==> src/rtl/cgra_config_serializer.sv <==
// MSB-first word-to-bitstream serializer for the CGRA configuration chain.
// Define CFG_SERIALIZER_CRC_EN to add a running CRC-16-CCITT on crc_out.
module cgra_config_serializer #(
  parameter int WORD_WIDTH = 32,
  parameter int TOTAL_BITS = 1024
) (
  input  logic                            clock,
  input  logic                            sync_reset_n,
  input  logic                            enable,
  input  logic [WORD_WIDTH-1:0]           word_in,
  input  logic                            word_valid,
  output logic                            word_ready,
  output logic                            bitstream,
  output logic                            shift_en,
  output logic                            done,
  output logic [$clog2(TOTAL_BITS+1)-1:0] bit_count,
  output logic [15:0]                     crc_out
);

  localparam int CW = $clog2(TOTAL_BITS + 1);
  localparam int WW = $clog2(WORD_WIDTH + 1);
  localparam logic [CW-1:0] LAST = CW'(TOTAL_BITS - 1);
  localparam logic [CW-1:0] FULL = CW'(TOTAL_BITS);
  localparam logic [WW-1:0] WLEN = WW'(WORD_WIDTH);
  localparam logic [WW-1:0] WONE = WW'(1);

  typedef enum logic [1:0] {
    IDLE,
    LOAD,
    SHIFT,
    DONE
  } state_t;

  state_t state;
  state_t state_nx;

  logic [WORD_WIDTH-1:0] shift_reg;
  logic [WW-1:0]         word_left;
  logic [CW-1:0]         count;
  logic                  handshake;
  logic                  last_bit;

  assign handshake = word_ready && word_valid;
  // A word ends at its own last bit or at the chain boundary, whichever is first.
  assign last_bit  = (word_left == WONE) || (count == LAST);
  assign bitstream = shift_reg[WORD_WIDTH-1];
  assign bit_count = count;

  always_comb begin
    state_nx   = state;
    word_ready = 1'b0;
    shift_en   = 1'b0;
    done       = 1'b0;
    unique case (state)
      IDLE: begin
        if (enable) state_nx = LOAD;
      end
      LOAD: begin
        word_ready = 1'b1;
        if (word_valid) state_nx = SHIFT;
      end
      SHIFT: begin
        shift_en = enable;
        if (enable && last_bit) begin
          state_nx = (count == LAST) ? DONE : LOAD;
        end
      end
      DONE: begin
        done = 1'b1;
      end
    endcase
  end

  always_ff @(posedge clock) begin
    if (!sync_reset_n) begin
      state     <= IDLE;
      shift_reg <= '0;
      word_left <= '0;
      count     <= '0;
    end else begin
      state <= state_nx;
      if (handshake) begin
        shift_reg <= word_in;
        word_left <= WLEN;
      end else if (shift_en) begin
        shift_reg <= {shift_reg[WORD_WIDTH-2:0], 1'b0};
        word_left <= word_left - 1'b1;
        if (count != FULL) count <= count + 1'b1;
      end
    end
  end

`ifdef CFG_SERIALIZER_CRC_EN
  logic [15:0] crc;
  logic        feedback;

  assign feedback = crc[15] ^ bitstream;
  assign crc_out  = crc;

  always_ff @(posedge clock) begin
    if (!sync_reset_n) begin
      crc <= 16'hFFFF;
    end else if (shift_en) begin
      crc <= {crc[14:0], 1'b0} ^ (feedback ? 16'h1021 : 16'h0000);
    end
  end
`else
  assign crc_out = 16'h0000;
`endif

endmodule

==> config.mk <==
export PLATFORM = sky130hd
export DESIGN_NAME = cgra_config_serializer
export DESIGN_NICKNAME = d
export VERILOG_FILES = /design/src/rtl/cgra_config_serializer.sv
export SDC_FILE = /design/constraint.sdc
export NUM_CORES = 1
export LEC_CHECK = 0
export ABC_AREA = 1
export CORE_MARGIN = 10
export CORE_UTILIZATION = 49
export DETAILED_ROUTE_END_ITERATION = 12
export GPL_ROUTABILITY_DRIVEN = 0
export PLACE_DENSITY = 0.79
export REMOVE_ABC_BUFFERS = 1
export SYNTH_ARGS = -nofsm -noshare
export SYNTH_HDL_FRONTEND = slang
export SYNTH_SLANG_ARGS = --single-unit
export TNS_END_PERCENT = 30
==> constraint.sdc <==
create_clock -name clock -period 1.6 [get_ports clock]
set_input_delay 0.24 -clock clock [delete_from_list [all_inputs] [get_ports clock]]
set_output_delay 0.24 -clock clock [all_outputs]
set_load 0.005 [all_outputs]
**Word-level counts from Yosys, hierarchy flattened**

Cells that the tools add are included.

- Memories kept: 0
- Register bits: 51
- Input port bits: 36
- Logic and storage cells: 39
- Memory bits (read-only): 0
- Bits in latches: 0
- Memory bits (writable): 0
- Output and inout bits: 31

- Multiplexer cells: 12
- Bitwise gates (word level): 2
- Divide/modulo/power cells: 0
- Shift-type cells: 0
- Equal/unequal tests: 9
- Multipliers: 0
- Add/sub/neg operators: 2
- Magnitude comparators: 0
- Reductions and logical operators: 9

Operators with widths:

| operator | count |
|---|---|
| two-way mux 32 bit | 2 |
| two-way mux 6 bit | 2 |
| adder 11 x 1 -> 11 bit (second input constant) | 1 |
| == test 11 x 10 -> 1 bit (second input constant) | 1 |
| inequality test 11 bit (second input constant) | 1 |
| two-way mux 2 bit | 4 |
| == test 6 x 1 -> 1 bit (second input constant) | 1 |
| inequality test 2 bit (second input constant) | 3 |
| one-hot mux 2 bit (3 select lines) | 1 |
| subtractor 6 x 1 -> 6 bit (second input constant) | 1 |
| == test 2 bit (second input constant) | 2 |
| AND reduction 4 bit | 1 |
| two-way mux 1 bit | 3 |
| AND reduction 3 bit | 1 |
| nonzero test 3 bit | 1 |
| == test 2 x 1 -> 1 bit (second input constant) | 1 |
| logical AND 1 bit | 2 |
| logical NOT 2 bit | 1 |
| NOT 1 bit | 2 |
| nonzero test 2 bit | 1 |
| OR reduction 2 bit | 1 |
| logical OR 1 bit | 1 |

**Logic depth before layout (Yosys ltp)**

Gate-level depths: netlist of run 1.

- Depth after elaboration: 5
- Gate-level depth with buffers: 10
- Mapped depth without buffers: 10

**Worst setup path before layout of run 1**

OpenSTA, ideal clock, no wires.

- Path type: register to register
- Start point: register state[1]
- End point: register count[4] (netlist: bit_count[4])
- Setup time: 0.118 ns
- Cell stages (with the launch flop): 10
- Slack: 0.142 ns
- Path buffers: 1
- Required time: 1.482 ns
- Clock period less this slack: 1.458 ns
- Arrival: 1.340 ns
- Cells stage by stage: dfxtp_1 > inv_1 > ha_1 > nand2_1 > inv_2 > nor2_4 > nand2_4 > buf_8 > nor3_1 > nor2_1

- Longest elaborated chain between the ends: 5
- Elaborated cells between the ends (all ways): 7
- Those cells by class: 2 x eq/ne; 2 x mux; 1 x bitwise; 2 x reduce/logical

RTL lines:

| what | line | RTL |
|---|---|---|
| start: declaration | 34 | `state_t state;` |
| start signal: assignment | 81 | `state <= state_nx;` |
| == test 2 x 1 -> 1 bit | 54 | `unique case (state)` |
| two-way mux 1 bit | 54 |  |
| via word_ready | 12 | `output logic word_ready,` |
| logical AND 1 bit | 43 | `assign handshake = word_ready && word_valid;` |
| NOT 1 bit (no source line) | n/a |  |
| AND reduction 3 bit (no source line) | n/a |  |
| end signal: assignment | 88 | `if (count != FULL) count <= count + 1'b1;` |
| end: declaration | 39 | `logic [CW-1:0] count;` |

The timed path passes the listed nets, and every way through them passes these cells.
A chain may end at the register's enable or synchronous reset.

**Final worst setup path of run 1**

- Start point: register state[0]
- End point: output shift_en

- Longest elaborated chain between the ends: 2

RTL lines:

| what | line | RTL |
|---|---|---|
| == test 2 bit | 54 |  |
| two-way mux 1 bit | 54 |  |
| end: declaration | 14 | `output logic shift_en,` |

No other way between the ends.

==> results of run 1 <==
how the worst min path moves through the flow:
stage,start,to,slack (ns),depth (start not counted)
2_1_floorplan,sync_reset_n,word_left[5],0.34,2
3_3_place_gp,shift_reg[0],shift_reg[0],0.45,2
3_5_place_dp,shift_reg[0],shift_reg[0],0.46,2
4_1_cts,shift_reg[0],shift_reg[0],0.47,2
5_1_grt,shift_reg[17],shift_reg[18],0.49,2
6_report,shift_reg[0],shift_reg[0],0.47,2
worst max-delay path: stages, from the launching register on:
cell and delay, ns:
dfxtp_2 0.33, inv_1 0.05, ha_2 0.20, nand2_4 0.10, clkinv_4 0.07, dlygate4sd2_1 0.26
metal layers:
layer / GRT usage (%) / vias up
met5: 0 / -
met4: 4.627 / 0
met3: 6.457 / 11
met2: 22.29 / 115
met1: 16.83 / 1107
li1: - / 1256
cell type report:
type,instances,area [um^2],area share (%)
Clock buffer,6,72.57,2.190
Tap cell,70,87.58,2.644
Sequential cell,51,1031,31.12
Timing Repair Buffer,68,670.6,20.24
Multi-Input combinational cell,272,1328,40.07
Clock inverter,1,30.03,0.9063
Inverter,23,93.84,2.832
per-stage QoR:
step	hold slack [ns]	setup TNS (ns)	area (um^2)	std cells	total power, mW
6_report	0.4681	0	3313	491	3.451
5_1_grt	0.4920	-0.04550	3313	491	3.679
4_1_cts	0.4748	-0.0005512	3278	488	3.455
3_5_place_dp	0.4632	-1.814	3162	481	2.586
3_3_place_gp	0.4506	-0.6098	3162	481	2.555
2_1_floorplan	0.3376	-5.731	2424	346	2.128
timing repair:
item | CTS | global route
endpoints found under the setup margin | 6 | 15
gates resized for setup | 11 | 8
setup buffers | 0 | 3
pin swaps | 0 | 1
cloned | 0 | 0
kinds of logic after synthesis:
family	count (synthesis)	share of synthesized area, %
AND/OR/NAND/NOR	184	29.27
AO/OA/AOI/OAI	56	12.74
buffers and inverters	54	11.42
flip-flops	51	39.67
adder cells (fa/ha/maj)	9	4.375
XOR/XNOR	7	2.382
other	1	0.1457
power groups by stage:
stage | Sequential [mW] | Clock, mW | Combinational, mW
CTS | 1.54 | 0.891 | 1.03
global placement | 1.56 | 0 | 0.998
detailed placement | 1.56 | 0 | 1.02
global route | 1.56 | 0.931 | 1.18
floorplan | 1.55 | 0 | 0.577
finish | 1.54 | 0.863 | 1.05
placed cells by master, fill, tap and decap left out, types with 2 or more instances in the layout:
cell	Yosys	final
nand2_1	142	141
clkdlybuf4s50_1	0	47
dfxtp_1	51	43
a31oi_1	31	31
inv_1	18	17
nor2_1	17	17
a21oi_1	17	17
conb_1	1	16
buf_4	16	15
nand3_1	10	10
dfxtp_2	0	8
ha_1	9	7
clkbuf_8	0	5
inv_2	4	4
nor3_1	4	4
o21ai_0	4	4
xor2_1	4	4
nand4_1	3	3
xnor2_1	3	3
buf_12	0	3
nand2_4	1	2
nand2_2	2	2
nor3_2	2	2
ha_2	0	2
dlygate4sd2_1	0	2
==> key figures, run 1 <==
STA
  • Final setup margin: 0.04345 ns
  • Crit share post-route: 97.28%
  • Count of final max-slew check failures: 0
  • Final Critical Period: 1.557 ns
  • RSZ-0062 raised after global routing: true
  • Hold Fails Final Rpt: 0
  • Max Fclk: 0.6424 GHz
  • Setup violators final: 0
  • Fin Clk Skew: 0.005138 ns

Clock network
  • Hold Buf Count CTS: 0
  • Skew-Pair Late Insertion Delay: 0.31 ns
  • Bufs on Longest Clock Path: 2
  • CTS tree: done
  • Root buf cell: clkbuf_8
  • Reg clk slew, reported paths: 0.08 ns
  • Clk sinks: 51
  • CTS H-tree depth: 2
  • TritonCTS Buffers: 5

Route
  • Residual DRC: 0
  • Detailed Route WL: 6104 um
  • Detail Route met2 WL: 2684 um
  • Top sig layer: met4
  • Routed Antenna Nets: 0
  • Router iterations before antenna repair: 5
  • Met1 wire length: 2636 um
  • Via Count: 2489
  • WL/cell: 12.43 um
  • Iter 0 DRT Violations: 135
  • Met3 Wirelength: 691 um
  • Avg Vias per Cell: 5.069

Place
  • IO buf count: 50
  • Worst slack at placement: -0.1196 ns
  • Final HPWL DP: 4460 um

Flow run
  • Max-cap viol count: 0

GRT
  • Pin count of the biggest net entering global routing: 33
  • Vias in the first global route: 2346
  • First-pass GRT wire length: 10360 um
  • Global route overflow: 0
  • Initial antenna violation count: 0
  • Global Route Usage Sum: 14.18%

Final layout
  • Nets: 466
  • Antenna cell count: 0
  • Filler instances: 447
  • Synth-to-Final Area Change: 28.73%
  • Share of the core filled with cells: 64.87%
  • Max reg flops: 32
  • Share of layout cells above drive strength 1: 11.40%

Min path
  • Worst hold path type: register to register

Status
  • Run status: complete, no violations

Critical path
  • Crit Reg-Reg Startpoint: state[0]
  • Critical path startpoint category: register
  • Critical Path AT: 1.32 ns
  • Flop2flop setup slack: 0.08 ns
  • WP data required: 1.36 ns
  • Critical path type: register to primary output
  • Critical Path End Type: primary output
  • Reg2reg path depth: 9
  • Worst Setup EP: shift_en
  • Critical path startpoint: state[0]
  • End of the worst register-to-register path: bit_count[3]
  • Maximum fanout along the worst path: 6

Floorplan
  • DIE AREA: 0.008552 mm^2
  • Initial cell density of the core: 50.39%
  • Die width: 92.48 um
  • Core Box Area: 0.005107 mm^2
  • Overall die height: 92.48 um
  • I/O Pins: 67
  • FP Rows: 26

Pwr
  • Pwr dens: 1041 mW/mm^2
  • Sw frac: 31.13%
  • Sw Pwr: 1.074 mW
  • Static Leakage: 1.220 nW
  • Flop pwr share: 44.7%
  • Internal power: 2.376 mW
  • Maximum VDD drop: 578.5 uV
  • Clock share of power: 25.0%
  • Logic gate share of total power: 30.3%

Logic synthesis
  • Most frequent cell after synthesis: nand2_1
  • Area leader, netlist: dfxtp_1
  • Synth Flop Type: dfxtp_1
  • Area contributors post-synth: dfxtp_1 (40%), nand2_1 (21%), a31oi_1 (7.5%)
  • #FFs+latches synth: 51
  • Mapped Area: 0.002574 mm^2
  • FFs w/ async S/R, synth: 0%
  • Post-synthesis sequential area ratio: 39.67%
  • Number of synthesized flops with an enable pin: 0
  • Post-Syn Instances: 362
  • Synth cell types: 31
  • Syn Area/Cell: 7.110 um^2
  • Synth Warn #: 0
  • Synth top cells by count: nand2_1 (142), dfxtp_1 (51), a31oi_1 (31), inv_1 (18)
  • Share of Yosys cell area claimed by the top area cell type: 39.67%
Power figures use the tool's default switching activity.
==> run 2, diff against run 1 <==
- HOLD_SLACK_MARGIN: unset -> 0.12
- clock period: 1.6 -> 1.76 ns (I/O delays scaled with it)
==> run 2 against run 1 <==
  * Combinational power shrank 18%
  * First-iteration DRC count shrank 18%
  * Wire length shrank 2.7%
  * Setup slack improved by 0.067 ns
  * Register-to-register slack better by 0.09 ns
  * Critical path depth is 4 lower
  * Clock power down 10%
  * Via count shrank 3.2%
  * Final area down 2.2%
  * Count of clock-buffer cells in the layout stayed put
  * Sequential power decreased by 8%
  * Sequential share of layout area is 0.54 points higher
  * Critical path type unchanged
  * Largest cell class unchanged
  * Largest power group unchanged
==> key figures, run 2 (synthesized netlist as in run 1, its figures left out) <==
Critical path
  • Critical path type: register to primary output
  • Critical Path End Type: primary output
  • WP data required: 1.50 ns (+0.14 ns)
  • Maximum fanout along the worst path: 8 (+2)
  • CP top delay family: buffers and inverters
  • Worst Path Buf+Inv: 1 (-2)
  • Critical path's largest stage delay: 0.58 ns (+0.25 ns)
  • CP Cell Sequence: clkdlybuf4s50_1
  • Critical path startpoint category: register
  • Slowest-stage cell, CP: clkdlybuf4s50_1
  • Crit Reg-Reg Startpoint: state[0]
  • End of the worst register-to-register path: shift_reg[21]
  • Critical Path AT: 1.39 ns (+0.07 ns)
  • Flop2flop setup slack: 0.17 ns (+0.09 ns)
  • Reg2reg path depth: 8 (-1)

Floorplan
  • Core Box Area: 0.005107 mm^2 (unchanged)
  • Overall die height: 92.48 um (unchanged)
  • DIE AREA: 0.008552 mm^2 (unchanged)
  • FP Rows: 26 (unchanged)
  • I/O Pins: 67 (unchanged)
  • Die width: 92.48 um (unchanged)
  • Initial cell density of the core: 50.39% (unchanged)

Pwr
  • Logic gate share of total power: 28.2% (-2.1 points)
  • Pwr dens: 944.2 mW/mm^2 (-9.3%)
  • Maximum VDD drop: 508.1 uV (-12%)
  • Clock share of power: 25.4% (+0.4 points)
  • Static Leakage: 1.189 nW (-2.6%)
  • Sw frac: 30.97% (-0.17 points)
  • Sw Pwr: 947.5 uW (-12%)
  • Internal power: 2.112 mW (-11%)
  • Flop pwr share: 46.4% (+1.7 points)
  • Tot Pwr: 3.060 mW (-11%)

Route
  • Detailed Route WL: 5939 um (-2.7%)
  • Router iterations before antenna repair: 4 (-1)
  • Residual DRC: 0 (unchanged)
  • Avg Vias per Cell: 4.967 (-2.0%)
  • WL/cell: 12.25 um (-1.5%)
  • Via Count: 2409 (-3.2%)
  • Routed Antenna Nets: 0 (unchanged)
  • Iter 0 DRT Violations: 111 (-18%)

Clock network
  • Clk sinks: 51 (unchanged)
  • CTS tree: done
  • Root buf cell: clkbuf_8
  • Bufs on Longest Clock Path: 2 (unchanged)
  • Reg clk slew, reported paths: 0.08 ns (about the same)
  • Hold Buf Count CTS: 0 (unchanged)
  • CTS H-tree depth: 2 (unchanged)
  • TritonCTS Buffers: 5 (unchanged)
  • Skew-Pair Late Insertion Delay: 0.30 ns (about the same)

Min path
  • Hold EP: shift_reg[12]
  • Hold Crit Depth: 2 (unchanged)
  • Hold Startpoint: shift_reg[11]
  • Worst hold path type: register to register

GRT
  • Global route overflow: 0 (unchanged)
  • Vias in the first global route: 2370 (+1.0%)
  • Global Route Usage Sum: 14.24% (+0.060 points)
  • Initial antenna violation count: 0 (unchanged)
  • First-pass GRT wire length: 10380 um (+0.20%)
  • Pin count of the biggest net entering global routing: 33 (unchanged)

Place
  • IO buf count: 50 (unchanged)
  • Final HPWL DP: 4482 um (+0.49%)
  • Placed Instance Area: 0.003119 mm^2 (-1.3%)
  • Worst slack at placement: 0.02259 ns (+0.1422 ns)

Final layout
  • Post-route cell area: 0.003241 mm^2 (-2.2%)
  • Most frequent cells in the layout: nand2_1 (142), dfxtp_1 (49), clkdlybuf4s50_1 (48)
  • Share of layout cells above drive strength 1: 8.434% (-3.0 points)
  • Synth-to-Final Area Change: 25.91%
  • Antenna cell count: 0 (unchanged)
  • Most common cell after layout, fill and taps aside: nand2_1
  • Max reg flops: 32 (unchanged)
  • Nets: 460 (-1.3%)

STA
  • Setup violators final: 0 (unchanged)
  • Crit share post-route: 93.71%
  • Final setup margin: 0.1107 ns (+0.06723 ns)
  • Max Fclk: 0.6063 GHz
  • Hold Fails Final Rpt: 0 (unchanged)
  • Final Critical Period: 1.649 ns
  • Fin Clk Skew: 0.004337 ns (-0.0008016 ns)
  • Count of final max-slew check failures: 0 (unchanged)
  • RSZ-0062 raised after global routing: false
  • Setup TNS: 0 ns (unchanged)

Flow run
  • Max-cap viol count: 0 (unchanged)

Status
  • Run status: complete, no violations
==> run 2: changes by cell type in the layout (fill, tap and decap cells not counted), sizes merged <==
cell / previous run / this run
dlymetal6s2s: 0 / 1
dlygate4sd2: 2 / 1
buf: 18 / 12
clkdlybuf4s50: 47 / 48
clkdlybuf4s15: 1 / 0
==> run 2: metal layers <==
layer	GRT usage (%)	routed length [um]	part of all wire [%]	up-vias
met5	0	0	0	-
met4	4.113	68	1.1	0
met1	16.38	2673	45	1087
li1	-	-	-	1245
met2	23.18	2626	44	70
met3	6.618	570	9.6	7
==> run 2: repair_timing <==
item / 4_1_cts / 5_1_grt
buffers inserted: 1 / 0
endpoints found under the setup margin: 2 / 1
hold endpoints to repair: 0 / 0
pin swaps: 0 / 0
gates resized for setup: 6 / 2
==> run 2: worst max path at each step <==
| stage | slack [ns] | startpoint | endpoint | depth (start not counted) |
|---|---|---|---|---|
| finish | 0.11 | bit_count[2] | bit_count[2] | 1 |
| global route | 0.03 | state[0] | shift_en | 5 |
| CTS | 0.02 | state[1] | word_ready | 3 |
| detailed placement | 0.02 | enable | shift_reg[21] | 7 |
| global placement | 0.06 | enable | shift_en | 4 |
| floorplan | -0.15 | state[1] | bit_count[6] | 9 |
==> run 2: area by class of cell <==
| cell class | count | area, um^2 |
|---|---|---|
| clock buffer | 6 | 72.57 |
| fill | 471 | 1867 |
| multi-input combinational | 272 | 1320 |
| timing repair buffer | 62 | 616.8 |
| tap | 70 | 87.58 |
| clock inverter | 1 | 30.03 |
| inverter | 23 | 87.58 |
| sequential | 51 | 1026 |
==> run 2: power groups by stage <==
| stage | clock network, mW | registers (mW) | logic (mW) |
|---|---|---|---|
| after floorplan | 0 | 1.41 | 0.524 |
| after global placement | 0 | 1.43 | 0.829 |
| after detailed placement | 0 | 1.44 | 0.856 |
| after CTS | 0.806 | 1.42 | 0.867 |
| after global routing | 0.857 | 1.44 | 0.976 |
| final | 0.776 | 1.42 | 0.863 |
==> run 2: stage by stage <==
stage	hold WS, ns	utilization (%)	instances
finish	0.4702	63.45	485
global route	0.5026	63.45	485
CTS	0.4755	63.38	485
floorplan	0.3616	-	346
detailed placement	0.4609	61.07	477
global placement	0.4517	61.07	477
